### src/rtl/ssp_pkg.sv
// Shared definitions for the parametrised synchronous serial port.
// TX state encodings and the FIFO level-width helper.
package ssp_pkg;

    localparam logic [1:0] TX_IDLE  = 2'd0;
    localparam logic [1:0] TX_FRAME = 2'd1;
    localparam logic [1:0] TX_SHIFT = 2'd2;

    // Level counters need one extra bit so that a full FIFO (DEPTH) is representable.
    function automatic int lvl_w(input int depth);
        return $clog2(depth) + 1;
    endfunction

endpackage

### src/rtl/ssp_fifo.sv
// Synchronous FIFO with occupancy level; used for both TX and RX word queues.
// A push while full is accepted only when a pop happens on the same edge.
module ssp_fifo
    import ssp_pkg::*;
#(
    parameter int DATA_W = 8,
    parameter int DEPTH  = 4
) (
    input  logic                     PCLK,
    input  logic                     CLEAR,
    input  logic                     push,
    input  logic                     pop,
    input  logic [DATA_W-1:0]        din,
    output logic [DATA_W-1:0]        dout,
    output logic                     full,
    output logic                     empty,
    output logic [lvl_w(DEPTH)-1:0]  level
);

    localparam int AW = $clog2(DEPTH);
    localparam int LW = lvl_w(DEPTH);

    logic [DATA_W-1:0] mem [DEPTH];
    logic [AW-1:0]     wr_ptr;
    logic [AW-1:0]     rd_ptr;
    logic              push_ok;
    logic              pop_ok;

    assign empty   = (level == '0);
    assign full    = (level == LW'(DEPTH));
    assign pop_ok  = pop & ~empty;
    assign push_ok = push & (~full | pop_ok);
    assign dout    = mem[rd_ptr];

    always_ff @(posedge PCLK) begin
        if (push_ok)
            mem[wr_ptr] <= din;
    end

    // Pointers are exactly log2(DEPTH) wide, so they wrap modulo DEPTH.
    always_ff @(posedge PCLK) begin
        if (CLEAR) begin
            wr_ptr <= '0;
            rd_ptr <= '0;
            level  <= '0;
        end else begin
            if (push_ok)
                wr_ptr <= wr_ptr + 1'b1;
            if (pop_ok)
                rd_ptr <= rd_ptr + 1'b1;
            level <= level + LW'(push_ok) - LW'(pop_ok);
        end
    end

endmodule

### src/rtl/ssp_param.sv
// Parametrised synchronous serial port: host word FIFOs, frame-sync master
// transmitter and oversampling slave receiver, all clocked by PCLK.
module ssp_param
    import ssp_pkg::*;
#(
    parameter int DATA_W    = 8,
    parameter int DEPTH     = 4,
    parameter int CLK_DIV   = 1,
    parameter int LSB_FIRST = 0
) (
    input  logic              PCLK,
    input  logic              CLEAR,
    input  logic              PSEL,
    input  logic              PWRITE,
    input  logic [DATA_W-1:0] PWDATA,
    output logic [DATA_W-1:0] PRDATA,
    input  logic              SSPCLKIN,
    input  logic              SSPFSSIN,
    input  logic              SSPRXD,
    output logic              SSPCLKOUT,
    output logic              SSPFSSOUT,
    output logic              SSPTXD,
    output logic              SSPOE_B,
    output logic              SSPTXINTR,
    output logic              SSPRXINTR,
    output logic              SSPRXOVR
);

    localparam int LW   = lvl_w(DEPTH);
    localparam int DIVW = (CLK_DIV > 1) ? $clog2(CLK_DIV) : 1;
    localparam int CW   = $clog2(DATA_W + 1);

    logic              tx_push, tx_pop, tx_full, tx_empty;
    logic [DATA_W-1:0] tx_dout;
    logic [LW-1:0]     tx_level;
    logic              rx_push, rx_pop, rx_full, rx_empty;
    logic [DATA_W-1:0] rx_dout;
    logic [LW-1:0]     rx_level;
    logic              rd_req;

    logic [DIVW-1:0]   div_cnt;
    logic              div_wrap, tick_r;

    logic [1:0]        tx_state;
    logic [DATA_W-1:0] tx_sh, tx_sh_next;
    logic              tx_bit;
    logic [CW-1:0]     tx_cnt;

    logic [1:0]        clk_s, fss_s, rxd_s;
    logic              clk_d, rx_fall;
    logic [CW-1:0]     rx_cnt;
    logic [DATA_W-1:0] rx_sh, rx_word;

    assign rd_req    = PSEL & ~PWRITE;
    assign rx_pop    = rd_req & ~rx_empty;
    assign tx_pop    = tick_r & (tx_state == TX_IDLE) & ~tx_empty;
    assign tx_push   = PSEL & PWRITE & (~tx_full | tx_pop);
    assign SSPTXINTR = (tx_level <= LW'(DEPTH / 2));
    assign SSPRXINTR = (rx_level >= LW'(DEPTH / 2));

    ssp_fifo #(.DATA_W(DATA_W), .DEPTH(DEPTH)) u_tx_fifo (
        .PCLK  (PCLK),
        .CLEAR (CLEAR),
        .push  (tx_push),
        .pop   (tx_pop),
        .din   (PWDATA),
        .dout  (tx_dout),
        .full  (tx_full),
        .empty (tx_empty),
        .level (tx_level)
    );

    ssp_fifo #(.DATA_W(DATA_W), .DEPTH(DEPTH)) u_rx_fifo (
        .PCLK  (PCLK),
        .CLEAR (CLEAR),
        .push  (rx_push),
        .pop   (rx_pop),
        .din   (rx_word),
        .dout  (rx_dout),
        .full  (rx_full),
        .empty (rx_empty),
        .level (rx_level)
    );

    // Free-running divider; TX advances only when SSPCLKOUT rises.
    assign div_wrap = (div_cnt == DIVW'(CLK_DIV - 1));
    assign tick_r   = div_wrap & ~SSPCLKOUT;

    always_ff @(posedge PCLK) begin
        if (CLEAR) begin
            div_cnt   <= '0;
            SSPCLKOUT <= 1'b0;
        end else if (div_wrap) begin
            div_cnt   <= '0;
            SSPCLKOUT <= ~SSPCLKOUT;
        end else begin
            div_cnt   <= div_cnt + 1'b1;
        end
    end

    always_comb begin
        tx_bit     = (LSB_FIRST != 0) ? tx_sh[0] : tx_sh[DATA_W-1];
        tx_sh_next = (LSB_FIRST != 0) ? (tx_sh >> 1) : (tx_sh << 1);
    end

    always_ff @(posedge PCLK) begin
        if (CLEAR) begin
            tx_state  <= TX_IDLE;
            tx_sh     <= '0;
            tx_cnt    <= '0;
            SSPFSSOUT <= 1'b0;
            SSPTXD    <= 1'b0;
            SSPOE_B   <= 1'b1;
        end else if (tick_r) begin
            case (tx_state)
                TX_IDLE: begin
                    if (!tx_empty) begin
                        tx_sh     <= tx_dout;
                        SSPFSSOUT <= 1'b1;
                        tx_state  <= TX_FRAME;
                    end
                end
                TX_FRAME: begin
                    SSPFSSOUT <= 1'b0;
                    SSPOE_B   <= 1'b0;
                    SSPTXD    <= tx_bit;
                    tx_sh     <= tx_sh_next;
                    tx_cnt    <= CW'(DATA_W - 1);
                    tx_state  <= TX_SHIFT;
                end
                TX_SHIFT: begin
                    if (tx_cnt != '0) begin
                        SSPTXD <= tx_bit;
                        tx_sh  <= tx_sh_next;
                        tx_cnt <= tx_cnt - 1'b1;
                    end else begin
                        SSPOE_B  <= 1'b1;
                        SSPTXD   <= 1'b0;
                        tx_state <= TX_IDLE;
                    end
                end
                default: tx_state <= TX_IDLE;
            endcase
        end
    end

    // All three serial inputs share the same synchroniser delay, so data and
    // frame sync stay aligned with the recovered clock edge.
    assign rx_fall = clk_d & ~clk_s[1];
    assign rx_word = (LSB_FIRST != 0) ? {rxd_s[1], rx_sh[DATA_W-1:1]}
                                      : {rx_sh[DATA_W-2:0], rxd_s[1]};
    assign rx_push = rx_fall & ~fss_s[1] & (rx_cnt == CW'(1));

    always_ff @(posedge PCLK) begin
        if (CLEAR) begin
            clk_s    <= '0;
            fss_s    <= '0;
            rxd_s    <= '0;
            clk_d    <= 1'b0;
            rx_cnt   <= '0;
            rx_sh    <= '0;
            PRDATA   <= '0;
            SSPRXOVR <= 1'b0;
        end else begin
            clk_s <= {clk_s[0], SSPCLKIN};
            fss_s <= {fss_s[0], SSPFSSIN};
            rxd_s <= {rxd_s[0], SSPRXD};
            clk_d <= clk_s[1];
            if (rx_fall) begin
                if (fss_s[1]) begin
                    rx_cnt <= CW'(DATA_W);
                end else if (rx_cnt != '0) begin
                    rx_sh  <= rx_word;
                    rx_cnt <= rx_cnt - 1'b1;
                end
            end
            if (rx_pop)
                PRDATA <= rx_dout;
            if (rx_push && rx_full && !rx_pop)
                SSPRXOVR <= 1'b1;
            else if (rd_req)
                SSPRXOVR <= 1'b0;
        end
    end

endmodule
### config.mk
export PLATFORM = sky130hd
export DESIGN_NAME = ssp_param
export DESIGN_NICKNAME = d
export VERILOG_FILES = /design/src/rtl/ssp_pkg.sv /design/src/rtl/ssp_fifo.sv /design/src/rtl/ssp_param.sv
export SDC_FILE = /design/constraint.sdc
export NUM_CORES = 1
export LEC_CHECK = 0
export CAP_MARGIN = 15
export CORE_ASPECT_RATIO = 1.25
export CORE_UTILIZATION = 53
export CTS_BUF_LIST = sky130_fd_sc_hd__clkbuf_4 sky130_fd_sc_hd__clkbuf_8 sky130_fd_sc_hd__clkbuf_16
export DETAILED_ROUTE_END_ITERATION = 6
export PLACE_DENSITY_LB_ADDON = 0.1
export SLEW_MARGIN = 20
export SYNTH_ARGS = -nofsm -noshare
export SYNTH_HDL_FRONTEND = slang
export SYNTH_SLANG_ARGS = --single-unit
### constraint.sdc
create_clock -name PCLK -period 2.33 [get_ports PCLK]
set_clock_uncertainty 0.15 [all_clocks]
set_input_delay 0.699 -clock PCLK [delete_from_list [all_inputs] [get_ports PCLK]]
set_output_delay 0.699 -clock PCLK [all_outputs]
set_load 0.01 [all_outputs]
# --- After elaboration in Yosys (flattened, before gate mapping) ---
# Memory sizes are Yosys's and may differ from the RTL's. A register that Yosys moved wholly into a read port is not among the register bits.
# Index checks and enable logic that the tools add are counted.
word_totals:
  reg_bits: 52
  latchBits: 0
  ram_bits: 64
  rom_bits: 0
  inputBits: 15
  out_inout_bits: 15
  word_cells: 116
  mem_count: 2
classes:
  n_addsub: 11
  n_mul: 0
  div_mod_pow: 0
  n_lt_le_gt_ge: 2
  eq_ne: 8
  shift: 0
  n_mux: 24
  bitwise: 26
  reduce_logical: 22
memory_table:
  columns: ["name", "depth", "word_bits", "rd", "rd_ports_with_merged_regs", "write_ports", "line", "text"]
  rows:
  - ["u_rx_fifo.mem", 4, 8, 1, 1, 1, "ssp_fifo.sv:23", "logic [DATA_W-1:0] mem [DEPTH];"]
  - ["u_tx_fifo.mem", 4, 8, 1, 1, 1, "ssp_fifo.sv:23", null]
ops:
  columns: ["op", "count"]
  rows:
  - ["$pmux 8 s3", 1]
  - ["$mux 8", 2]
  - ["$reduce_and 3->1", 5]
  - ["$and 1x1->1", 14]
  - ["$mux 4", 3]
  - ["$mux 1", 9]
  - ["$not 1->1", 9]
  - ["$add 2x1->2 const B", 4]
  - ["$mux 2", 4]
  - ["$pmux 4 s2", 1]
  - ["$reduce_bool 2->1", 4]
  - ["$reduce_bool 4->1", 2]
  - ["$sub 4x1->4 const B", 2]
  - ["$add 3x1->3", 2]
  - ["$eq 3x3->1 const B", 2]
  - ["$logic_not 3->1", 2]
  - ["$ne 2x2->1 const B", 3]
  - ["$pmux 1 s2", 3]
  - ["$pmux 2 s3", 1]
  - ["$sub 3x1->3", 2]
  - ["$eq 4x1->1 const B", 1]
  - ["$reduce_and 2->1", 2]
  - ["$reduce_and 4->1", 1]
  - ["$ge 3x2->1 const B", 1]
  - ["10 further kinds", 13]

# --- Logic depth before layout (Yosys ltp) ---
# Gate-level depths: netlist (run 1).
logic_depth:
  depth_word: 9
  depth_mapped: 10
  mapped_depth_nobuf: 10

# --- Hierarchy ---
# A second synthesis (run 1) with hierarchy kept.
hier_totals:
  hier_cells: 398
  area_unflattened_um2: 5358.9
modules_own_cells:
  columns: ["module", "instances", "cells_per_inst", "area_per_inst_um2", "seq_area_each_um2"]
  rows:
  - ["ssp_fifo", 2, 89, 1649.1, 1141.1]
  - ["ssp_param", 1, 220, 2060.7, 920.9]

# --- Worst setup path after synthesis (run 1) ---
# OpenSTA, ideal clock, no wires.
synth_timing:
  kind: "reg2reg"
  start: "register tx_state[0]"
  end: "register u_tx_fifo.level[1]"
  setup_time_ns: 0.127
  arrival_time_ns: 2.253
  t_required_ns: 2.053
  path_slack_ns: -0.200
  stages_incl_launch_ff: 10
  path_buffers: 0
  synth_period_minus_slack_ns: 2.530
  path_cell_list: "dfxtp_1 inv_1 ha_1 or3b_4 nor2_1 ha_1 inv_1 ha_1 fa_1 nor2b_1"
synth_via:
  elab_chain_cells: 8
  word_cells_on_any_way: 10
  cone_classes: "2 x add/sub; 7 x bitwise; 1 x reduce/logical"
synth_rtl:
  columns: ["element", "line", "text"]
  rows:
  - ["start: declaration", "ssp_param.sv:44", "logic [1:0] tx_state;"]
  - ["start signal: assignment", "ssp_param.sv:108", "tx_state <= TX_IDLE;"]
  - ["start signal: assignment", "ssp_param.sv:120", "tx_state <= TX_FRAME;"]
  - ["start signal: assignment", "ssp_param.sv:129", "tx_state <= TX_SHIFT;"]
  - ["$logic_not 2->1 *", "ssp_param.sv:56", "assign tx_pop = tick_r & (tx_state == TX_IDLE) & ~tx_empty;"]
  - ["$and 1x1->1 * (2 in a row)", "ssp_param.sv:56", null]
  - ["$and 1x1->1 *", "ssp_fifo.sv:31", "assign pop_ok = pop & ~empty;"]
  - ["net u_tx_fifo.pop_ok", "ssp_fifo.sv:27", "logic pop_ok;"]
  - ["$or 1x1->1", "ssp_fifo.sv:32", "assign push_ok = push & (~full | pop_ok);"]
  - ["$and 1x1->1", "ssp_fifo.sv:32", null]
  - ["$add 3x1->3", "ssp_fifo.sv:51", "level <= level + LW'(push_ok) - LW'(pop_ok);"]
  - ["$sub 3x1->3 *", "ssp_fifo.sv:51", null]
  - ["end signal: assignment", "ssp_fifo.sv:51", null]
  - ["end: declaration", "ssp_fifo.sv:17", "output logic [lvl_w(DEPTH)-1:0] level"]
# Mark *: on every way through the listed nets, which the timed path passes. The rest lies on a longest branch.
# A chain may end at the register's enable or synchronous reset.

# --- Worst setup path in the final report (run 1) ---
layout_timing:
  start: "register tx_state[0]"
  end: "register u_tx_fifo.level[2]"
# Same word-level chain as after synthesis.

==> flow_metrics.py, run 1 <==
metrics = {
    "setup_path": {
        "worstSetupPathType": "reg -> reg",
        "start_kind": "flop",
        "cp-end-kind": "flop",
        "crit_required_ns": 2.48,
        "critPathMaxFanout": 3,
        "crit_arrival_ns": 2.41,
    },
    "placed_design": {
        "dp_hpwl_um": 6050,
        "gp_congestion": 0.742,
        "port_buffers": 29,
        "dp_worst_setup_slack_ns": -0.454,
        "placed_cell_area_mm2": 0.00591,
    },
    "route": {
        "routed_wl_um": 8640,
        "wl_per_cell_um": 14.0,
        "drcViolationCount": 0,
        "vias": 3154,
        "postRouteAntennaNets": 0,
        "drtIter0Drc": 134,
        "drt_pass1_iterations": 4,
        "via_per_inst": 5.10,
    },
    "synthesis": {
        "yosysSeqAreaShare_pct": 60.1,
        "ys_async_sr_fraction_pct": 0,
        "synth-edff-count": 64,
        "synth.distinct_cells": 52,
        "synth-seq-cells": 126,
        "synth_flop_cell": "edfxtp_1",
        "avgSynthCellArea_um2": 12.4,
        "synth_area_leaders": "edfxtp_1 36%, dfxtp_1 24%, ha_1 5.7%, mux2i_1 3.8%, mux4_2 3.4%",
        "synth_area_mm2": 0.00527,
        "yosysTopAreaCell": "edfxtp_1",
        "synthCells": 424,
        "yosysWarnings": 0,
        "synth_nets": 465,
        "synth_top_area_share_pct": 36.5,
    },
    "timing": {
        "finalHoldViolations": 0,
        "relSlewSlack_pct": 58.3,
        "tns_ns": 0,
        "fin_crit_ns": 2.26,
        "rsz0062_at_grt": "no",
        "fmax_mhz": 443,
        "fin_crit_sh_pct": 96.9,
        "finalMaxSlewViolations": 0,
        "worst_pin_slew_ns": 0.622,
        "setup_ws_ns": 0.0734,
        "hold_ws_ns": 0.298,
        "setup_violations": 0,
    },
    "clock_tree": {
        "clk_path_buf_depth": 2,
        "cts.clk_slew.worst_paths_ns": 0.06,
        "tritoncts": "done",
        "cts-root-buf": "clkbuf_16",
        "ctsHtreeMaxLevel": 4,
        "insertion_delay_ns": 0.41,
        "cts_buffers": 17,
        "cts_hold_buf": 0,
        "clock_sinks": 126,
    },
    "pwr": {
        "pwr_density_cell_mw_per_mm2": 1010,
        "p_leak_nw": 2.35,
        "p_clk_share_pct": 40.9,
        "sw_frac_of_total_pct": 27.0,
        "p_seq_share_pct": 39.6,
        "p_sw_mw": 1.80,
        "irDropWorstVdd_mv": 0.717,
        "internal-power_mw": 4.85,
        "combPwrFrac_pct": 19.5,
    },
    "layout": {
        "fin_area_mm2": 0.00658,
        "diodes": 0,
        "fin_nets": 520,
        "drive_gt1_share_pct": 21.1,
        "layout.cells.most_common": "edfxtp_1",
        "final_cell_mix": "64 x edfxtp_1, 57 x dfxtp_1, 45 x nand2_1",
        "syn_to_final_growth_pct": 24.9,
        "final_util_pct": 68.5,
    },
    "floorplanning": {
        "core-area_mm2": 0.00961,
        "dieWidth_um": 91.2,
        "ioPinCount": 30,
        "die_area_mm2": 0.0103,
        "fp-row-count": 40,
        "start_util_pct": 54.8,
        "die_h_um": 113,
    },
    "run": {
        "cap_violations": 0,
    },
    "grt": {
        "grt.total_usage_pct": 18.8,
        "grt_pass1_vias": 3196,
        "grt_max_degree": 35,
        "overflow": 0,
        "grt_pass1_wl_um": 14600,
        "antenna_found_initial": 0,
    },
    "min_path": {
        "hold_class": "reg -> reg",
    },
    "status": {
        "status": "completed",
    },
}
-- cells in the mapped netlist (3+ instances only) --
cell	n
ha_1	24
mux2i_1	20
a211oi_1	4
buf_2	4
nand2_1	45
mux4_2	8
clkbuf_1	11
nor3b_1	3
nor3_1	5
a21oi_1	30
edfxtp_1	64
nor2_1	27
o22ai_1	5
nor2b_1	22
inv_1	23
nand2b_1	10
and2_1	4
and2_2	4
or3_1	3
dfxtp_1	62
xor2_1	3
xnor2_1	5
-- final cells by class --
| cell class | count | area [µm²] |
|---|---|---|
| flip-flops and latches | 126 | 3170 |
| repair buffers | 52 | 503 |
| clock buffers | 18 | 433 |
| fillers | 690 | 3030 |
| inverters | 24 | 95.1 |
| well taps | 126 | 158 |
| clock inverters | 14 | 175 |
| multi-input cells | 258 | 2040 |
-- sequential cells by signal, indices dropped and copies added, names as in the netlist, named ones only --
signal / count
u_rx_fifo.mem: 32
u_tx_fifo.mem: 32
PRDATA: 8
tx_sh: 8
rx_sh: 7
rx_cnt: 4
tx_cnt: 4
u_rx_fifo.level: 3
u_tx_fifo.level: 3
clk_s: 2
fss_s: 2
rxd_s: 2
tx_state: 2
u_rx_fifo.rd_ptr: 2
u_rx_fifo.wr_ptr: 2
u_tx_fifo.rd_ptr: 2
u_tx_fifo.wr_ptr: 2
SSPCLKOUT: 1
SSPFSSOUT: 1
SSPOE_B: 1
SSPRXOVR: 1
SSPTXD: 1
clk_d: 1
div_cnt: 1
-- power by group through the flow --
| stage | clock network, mW | registers [mW] | logic (mW) |
|---|---|---|---|
| global route | 2.87 | 2.66 | 1.44 |
| finish | 2.72 | 2.63 | 1.29 |
| CTS | 2.75 | 2.63 | 1.25 |
| floorplan | 0 | 2.64 | 0.891 |
| detailed placement | 0 | 2.67 | 1.25 |
| global placement | 0 | 2.67 | 1.22 |
-- worst paths after layout --
kind	depth (start not counted)	from	end	slack (ns)
max	10	tx_state[0]	u_tx_fifo.level[2]	0.07
min	1	clk_s[0]	clk_s[1]	0.30
max reg2reg	10	tx_state[0]	u_tx_fifo.level[2]	0.07
min reg2reg	1	clk_s[0]	clk_s[1]	0.30
-- kinds of logic after synthesis --
family | Yosys count | synth area share, %
muxes | 30 | 7.65
AOI/OAI and AO/OA | 58 | 8.27
other | 1 | 0.0712
DFF | 126 | 60.1
buffers and inverters | 40 | 3.02
and+or+nand+nor | 135 | 13.1
adders and majority gates | 26 | 6.46
xor gates and xnor gates | 8 | 1.33
-- metrics by stage --
step,total power [mW],cells
2_1_floorplan,3.53,424
3_3_place_gp,3.88,583
3_5_place_dp,3.92,583
4_1_cts,6.63,616
5_1_grt,6.97,618
6_report,6.64,618
-- metal layers --
metal	part of all wire, %	global-route usage [%]	vias to the layer above
li1	-	-	1601
met1	41	19.8	1484
met2	53	33.4	47
met3	3.2	6.87	22
met4	2.2	8.99	0
met5	0	0	-
-- critical path, cell delays in order, from the launching register on --
cell and delay (ns):
dfxtp_2 0.32, inv_2 0.07, ha_4 0.13, or3b_4 0.40
nor2_4 0.13, ha_4 0.15, inv_4 0.03, ha_4 0.15
fa_1 0.40, xor2_1 0.15, nor2_1 0.06
-- what timing repair did --
action	CTS	global route
resized for setup	13	8
pin swaps	2	6
buffers inserted	1	2
endpoints found under the hold margin	0	0
gates cloned	0	0
endpoints found under the setup margin	4	2
Power figures use the tool's default switching activity.
==> run 2: changes to the inputs <==
Settings changed: SKIP_CTS_REPAIR_TIMING set to 1.
==> flow_metrics.py, run 2 (synthesized netlist as in run 1, its figures left out) <==
metrics = {
    "min_path": {
        "hold_class": "reg -> reg",
        "hold_depth": 1,
        "hold_end": "fss_s[1]",
        "min_from": "fss_s[0]",
    },
    "route": {
        "vias": 3150,
        "postRouteAntennaNets": 0,
        "via_per_inst": 5.10,
        "drtIter0Drc": 124,
        "drcViolationCount": 0,
        "wl_per_cell_um": 14.1,
        "routed_wl_um": 8710,
        "drt_pass1_iterations": 4,
    },
    "floorplanning": {
        "start_util_pct": 54.8,
        "core-area_mm2": 0.00961,
        "fp-row-count": 40,
        "die_area_mm2": 0.0103,
        "ioPinCount": 30,
        "dieWidth_um": 91.2,
        "die_h_um": 113,
    },
    "setup_path": {
        "cp-end-kind": "flop",
        "path_delay_family": "adder cells",
        "regToRegSetupSlack_ns": 0.08,
        "start_kind": "flop",
        "reg2reg_from": "tx_state[0]",
        "reg2reg_depth": 10,
        "crit_top_cell": "ha_4",
        "path_buf_inv": 2,
        "crit_required_ns": 2.48,
        "critPathMaxFanout": 3,
        "worstSetupPathType": "reg -> reg",
        "slowest_delay_ns": 0.40,
        "crit_arrival_ns": 2.40,
        "worst_path_max_delay_cell": "or3b_4",
        "crit_chain": "inv_2, ha_4, or3b_4, nor2_4, ha_4, inv_4, ha_4, fa_1, xor2_1, nor2_1",
        "r2r_end": "u_tx_fifo.level[2]",
    },
    "clock_tree": {
        "tritoncts": "done",
        "cts_buffers": 17,
        "ctsHtreeMaxLevel": 4,
        "cts-root-buf": "clkbuf_16",
        "cts.clk_slew.worst_paths_ns": 0.06,
        "insertion_delay_ns": 0.41,
        "clock_sinks": 126,
        "clk_path_buf_depth": 2,
    },
    "layout": {
        "drive_gt1_share_pct": 21.1,
        "layout.cells.most_common": "edfxtp_1",
        "reg_top3": "u_rx_fifo.mem: 32 flops, u_tx_fifo.mem: 32 flops",
        "diodes": 0,
        "fin_area_mm2": 0.00659,
        "fin_nets": 520,
        "syn_to_final_growth_pct": 25.1,
        "final_cell_mix": "64 x edfxtp_1, 57 x dfxtp_1, 45 x nand2_1",
        "fill_cells": 687,
    },
    "timing": {
        "fin_crit_sh_pct": 96.7,
        "tns_ns": 0,
        "fmax_mhz": 444,
        "fin_crit_ns": 2.25,
        "worst_pin_slew_ns": 0.623,
        "relSlewSlack_pct": 58.3,
        "setup_ws_ns": 0.0761,
        "setup_violations": 0,
        "rsz0062_at_grt": "no",
        "finalMaxSlewViolations": 0,
        "finalHoldViolations": 0,
    },
    "grt": {
        "grt_pass1_vias": 3192,
        "antenna_found_initial": 0,
        "grt_max_degree": 35,
        "grt_pass1_wl_um": 14600,
        "grt.total_usage_pct": 18.8,
        "overflow": 0,
    },
    "placed_design": {
        "port_buffers": 29,
        "gp_congestion": 0.742,
        "dp_hpwl_um": 6050,
        "dp_worst_setup_slack_ns": -0.454,
        "placed_cell_area_mm2": 0.00591,
    },
    "pwr": {
        "p_total_mw": 6.65,
        "pwr_density_cell_mw_per_mm2": 1010,
        "irDropWorstVdd_mv": 0.716,
        "p_leak_nw": 2.38,
    },
    "run": {
        "cap_violations": 0,
    },
    "status": {
        "status": "completed",
    },
}
run 2: layer usage:
metal | wire [µm] | vias up | GRT usage, %
met5 | 0 | - | 0
met4 | 185 | 0 | 8.99
met3 | 280 | 20 | 6.87
met2 | 4680 | 53 | 33.2
met1 | 3560 | 1476 | 19.7
li1 | - | 1601 | -
run 2: stage by stage:
step	hold slack (ns)	utilization [%]	std cells
after detailed placement	0.284	61.5	583
final	0.297	68.6	618
after floorplan	0.264	-	424
after global placement	0.268	61.5	583
after global routing	0.303	68.6	618
after CTS	0.296	67.9	615
run 2: worst register-to-register path, cell delays in order, from the launching register on:
cell,delay [ns]
dfxtp_2,0.32
inv_2,0.07
ha_4,0.13
or3b_4,0.40
nor2_4,0.13
ha_4,0.15
inv_4,0.03
ha_4,0.15
fa_1,0.40
xor2_1,0.15
nor2_1,0.05
run 2: final cells by class:
cell class,count,area (µm²),area share (%)
clock buffer,18,433,6.57
clock inverter,14,175,2.66
inverter,24,95.1,1.44
multi-input combinational,258,2040,31.0
sequential,126,3170,48.2
tap,126,158,2.39
timing repair buffer,52,514,7.80
run 2: worst max-delay path by stage:
stage / start / to / slack (ns) / cells past startpoint
2_1_floorplan: tx_state[0] / u_tx_fifo.level[1] / -0.02 / 9
3_3_place_gp: PSEL / u_rx_fifo.level[1] / -0.42 / 7
3_5_place_dp: PWRITE / u_rx_fifo.level[1] / -0.45 / 6
4_1_cts: u_tx_fifo.level[2] / SSPTXINTR / -0.37 / 4
5_1_grt: tx_state[0] / u_tx_fifo.level[2] / 0.007 / 10
6_report: tx_state[0] / u_tx_fifo.level[2] / 0.08 / 10
run 2: report_power, final:
group	switching [mW]	internal (mW)	leakage, nW	total, mW
sequential	0.135	2.50	1.09	2.63
clock	1.00	1.71	0.304	2.71
combinational	0.658	0.641	0.978	1.30
==> run 3: changes to the inputs <==
Settings changed: SLEW_MARGIN 20 to 10.
==> results of run 3 <==
Final layout, timing and power as in run 2 (identical DEF).
==> variant 1 (flow settings as in run 3) <==
`DEPTH` is set to 4 in 2 places; all go to 8.
--- a/src/rtl/ssp_fifo.sv
+++ b/src/rtl/ssp_fifo.sv
@@ -6,3 +6,3 @@
     parameter int DATA_W = 8,
-    parameter int DEPTH  = 4
+    parameter int DEPTH  = 8
 ) (
--- a/src/rtl/ssp_param.sv
+++ b/src/rtl/ssp_param.sv
@@ -6,3 +6,3 @@
     parameter int DATA_W    = 8,
-    parameter int DEPTH     = 4,
+    parameter int DEPTH     = 8,
     parameter int CLK_DIV   = 1,
Formal check against the unedited RTL: not equivalent (Yosys sat finds a counterexample within 10 cycles, from zero or initial values).
==> variant 1 against run 3 <==
Total power grew 31%; non-clock buffer count grew 25; count of clock-buffer cells in the layout grew 2; global-route usage grew 2.4 points; sequential cell count grew 71; worst hold slack lost 0.0046 ns; setup slack lost 0.056 ns; area after synthesis grew 54%; final area grew 46%; via count grew 44%; wire length grew 71%; largest power group is now registers.
==> variant 1: results (changes against run 3) <==
Placement
  • Placed insts: 775 (+33%)
  • Placed instance area: 9000 sq um (+52%)
  • Pre-CTS setup slack: -0.436 ns (+0.0173 ns)
  • Placer Congestion: 0.748 (+0.81%)
  • HPWL Detailed: 10400 um (+73%)

Layout
  • Layout cell share with drive strength beyond 1: 25.6% (+4.5 points)
  • Net count reported at finish: 659 (+27%)
  • Layout fillers: 1116 (+62%)
  • Post-route insts no fill: 810 (+31%)
  • Post-route cell area: 9630 sq um (+46%)
  • Biggest regs: u_rx_fifo.mem (64), u_tx_fifo.mem (64)

Drt
  • Drt first pass iters: 4 (unchanged)
  • Routed len/inst: 18.4 um (+31%)
  • Starting DRC count in detailed routing: 244 (+97%)
  • Routed vias/inst: 5.60 (+9.9%)

Worst setup path
  • CP peak stage delay: 0.51 ns (+0.11 ns)
  • Slowest CP cell: fa_2
  • RR Startpoint: u_tx_fifo.level[2]
  • Crit path DAT: 2.46 ns (+0.06 ns)
  • Internal reg-to-reg setup slack: 0.02 ns (-0.06 ns)
  • Reg-to-reg critical path endpoint: u_tx_fifo.level[1]
  • Crit-path leading delay family: adder cells

CTS
  • Root Driver: clkbuf_16

Power
  • Sw frac: 26.7% (-0.28 points)
  • VDD IR-drop max: 0.562 mV (-21%)
  • Lkg Pwr: 0.00326 uW (+37%)

Synthesis
  • Net Count, Synth: 588 (+26%)
  • Top cells by count, synth: edfxtp_1, dfxtp_1, nor2_1
  • Netlist cell types: 49 (-5.8%)
  • Avg Inst Size Synth: 14.9 sq um (+20%)
  • Top cells by area, synth: edfxtp_1, dfxtp_1, mux4_2
  • Ys async rst share: 0% (unchanged)
  • Post-synth EDFFs: 128 (+100%)

Global route
  • Vias in the first global route: 4731 (+48%)
  • Largest net degree at the start of global routing: 33 (-5.7%)
  • Global-route usage over all layers: 21.1% (+2.4 points)
  • First-pass GRT wire length: 24800 um (+70%)

Run status
  • Result of the run: finished clean

STA
  • Worst Tran Pin Value: 0.557 ns (-0.0653 ns)
  • Final Critical Period: 2.31 ns (+0.0559 ns)
variant 1: cell types whose count changed after synthesis, moves of 7 or more:
cell	delta
a211oi_1	+8
o221ai_1	+7
nor2_1	+28
dfxtp_1	+7
mux4_2	+24
a21oi_1	-19
nand2_1	-33
nor2b_1	-11
edfxtp_1	+64
nand4b_1	+10
mux2i_1	+8
variant 1: routing by layer:
layer	part of all wire, %	track usage (%)
met5	0	0
met4	2.2	8.84
met3	3.2	3.98
met2	53	37.4
met1	41	25.3
variant 1: power by group through the flow:
stage               Combinational, uW  Sequential (uW)  Clock (uW)
floorplan                        1360             4100           0
global placement                 1820             4120           0
detailed placement               1880             4130           0
CTS                              1890             4050        2820
global route                     2130             4090        2950
finish                           1900             4060        2760
variant 1: cell type report:
type / count / share of cell area (%)
multi-input cells: 294 / 29.2
well taps: 182 / 2.37
inverters: 28 / 1.09
clock inverters: 12 / 1.12
flip-flops and latches: 197 / 54.3
clock buffers: 20 / 4.72
repair buffers: 77 / 7.20
variant 1: cell families after synthesis:
logic type / count (synthesis) / share of synthesized area (%)
flip-flops: 197 / 64.6
buffers and inverters: 53 / 2.91
XOR/XNOR: 9 / 0.974
AND/OR/NAND/NOR: 144 / 9.74
multiplexers: 60 / 12.4
other: 1 / 0.0464
adder cells (fa/ha/maj): 29 / 4.67
AO/OA/AOI/OAI: 51 / 4.69
variant 1: how the worst min path moves through the flow:
| stage | to | slack, ns | depth (start not counted) |
|---|---|---|---|
| after floorplan | clk_s[1] | 0.26 | 1 |
| after global placement | fss_s[1] | 0.27 | 1 |
| after detailed placement | clk_s[1] | 0.28 | 1 |
| after CTS | clk_s[1] | 0.29 | 1 |
| after global routing | fss_s[1] | 0.31 | 1 |
| final | fss_s[1] | 0.29 | 1 |
==> variant 2 (settings of run 3) <==
Without the edit above. Register the output `SSPTXD` once more, without a reset; this adds one clock of latency there. The other outputs are not delayed to match.
--- a/src/rtl/ssp_param.sv
+++ b/src/rtl/ssp_param.sv
@@ -31,2 +31,4 @@
     localparam int CW   = $clog2(DATA_W + 1);
+
+    logic SSPTXD_s0;
 
@@ -111,3 +113,3 @@
             SSPFSSOUT <= 1'b0;
-            SSPTXD    <= 1'b0;
+            SSPTXD_s0 <= 1'b0;
             SSPOE_B   <= 1'b1;
@@ -125,3 +127,3 @@
                     SSPOE_B   <= 1'b0;
-                    SSPTXD    <= tx_bit;
+                    SSPTXD_s0 <= tx_bit;
                     tx_sh     <= tx_sh_next;
@@ -132,3 +134,3 @@
                     if (tx_cnt != '0) begin
-                        SSPTXD <= tx_bit;
+                        SSPTXD_s0 <= tx_bit;
                         tx_sh  <= tx_sh_next;
@@ -137,3 +139,3 @@
                         SSPOE_B  <= 1'b1;
-                        SSPTXD   <= 1'b0;
+                        SSPTXD_s0 <= 1'b0;
                         tx_state <= TX_IDLE;
@@ -185,2 +187,6 @@
 
+    always_ff @(posedge PCLK) begin
+        SSPTXD <= SSPTXD_s0;
+    end
+
 endmodule
Behaviour: not the same (a bounded check fails within 10 cycles, from zero or initial values).
==> variant 2 against run 3 <==
Worst hold slack got worse by 0.085 ns; setup slack got worse by 0.038 ns; wire length up 6.6%; sequential share of layout area is 0.21 points lower; final area is 0.99% higher; register-to-register slack got worse by 0.02 ns; total power down 1.1%; area after synthesis rose by 0.38%; sequential cell count increased by 1; core utilization up 0.32 points; critical path depth down 6.
==> variant 2: results (changes against run 3) <==
Drt
  • Post-Route WL: 9290 um (+6.6%)
  • M1 WL: 3950 um (+11%)
  • Starting DRC count in detailed routing: 96 (-23%)
  • DR vias: 3183 (+1.0%)
  • Metal2 WL: 4950 um (+5.7%)
  • Routed vias/inst: 5.07 (-0.56%)
  • Met3 routed WL: 221 um (-21%)

CTS
  • Root Driver: clkbuf_16
  • Reg clk slew, reported paths: 0.06 ns (about the same)

Synthesis
  • Sequential share of the synthesized area: 60.2% (+0.15 points)
  • Netlist cell types: 52 (unchanged)
  • Post-synth top area share: 36.4% (-0.14 points)
  • Net Count, Synth: 466 (+0.22%)
  • Top cells by count, synth: edfxtp_1, dfxtp_1, nand2_1

STA
  • Worst Tran Pin Value: 0.625 ns (+0.00290 ns)

Power
  • VDD IR-drop max: 0.617 mV (-14%)
  • Lkg Pwr: 0.00241 uW (+1.4%)
  • Sw frac: 27.2% (+0.22 points)

Placement
  • Placer Congestion: 0.724 (-2.4%)
  • HPWL Detailed: 6590 um (+8.9%)
  • Placed insts: 591 (+1.4%)

Global route
  • First-pass GRT wire length: 15600 um (+7.4%)
  • Vias in the first global route: 3263 (+2.2%)
  • Global-route usage over all layers: 20.0% (+1.3 points)

Run status
  • Result of the run: finished clean

Layout
  • Net count reported at finish: 530 (+1.9%)
## variant 2: logic make-up after synthesis
kind of cell	synth area share, %
AOI/OAI and AO/OA	8.24
adders and majority gates	6.44
DFF	60.2
and+or+nand+nor	13.1
xor gates and xnor gates	1.33
buffers and inverters	3.01
muxes	7.62
other	0.0709
## variant 2: metrics by stage
| stage | setup WS (ns) | instance area (sq um) | hold WS [ns] | util (%) |
|---|---|---|---|---|
| 5_1_grt | -0.0220 | 6660 | 0.223 | 68.9 |
| 3_3_place_gp | -0.475 | 5980 | 0.206 | 62.0 |
| 6_report | 0.0377 | 6660 | 0.212 | 68.9 |
| 4_1_cts | -0.326 | 6560 | 0.219 | 67.9 |
| 3_5_place_dp | -0.538 | 5980 | 0.211 | 62.0 |
| 2_1_floorplan | -0.0161 | 5360 | 0.181 | - |
## variant 2: path summary, 6_finish.rpt
kind         slack (ns)                from                  to  cells after the start
max                0.04  u_tx_fifo.level[2]           SSPTXINTR                      4
min                0.21           SSPTXD_s0              SSPTXD                      0
max reg2reg        0.06         tx_state[1]  u_tx_fifo.level[1]                      9
min reg2reg        0.21           SSPTXD_s0              SSPTXD                      0
## variant 2: final cells by class
class	count	area (sq um)
clock buffers	18	433
multi-input cells	258	2040
inverters	24	92.6
well taps	126	158
fillers	699	3000
clock inverters	14	141
flip-flops and latches	127	3190
repair buffers	61	598
## variant 2: power by group through the flow
stage / sequential, uW / combinational [uW] / clock, uW
after global placement: 2680 / 1260 / 0
after floorplan: 2660 / 891 / 0
after CTS: 2640 / 1290 / 2600
after global routing: 2670 / 1540 / 2700
final: 2650 / 1370 / 2550
after detailed placement: 2690 / 1280 / 0
## variant 2: routing by layer
layer	vias up	track usage [%]
met1	1509	22.9
met3	15	4.47
li1	1618	-
met4	0	10.8
met2	41	35.1
met5	-	0
## variant 2: critical path: stages (launching register included)
cell and delay, ns:
dfxtp_2 0.38, inv_1 0.07, ha_1 0.18, a31o_2 0.22, dlymetal6s2s_1 0.17
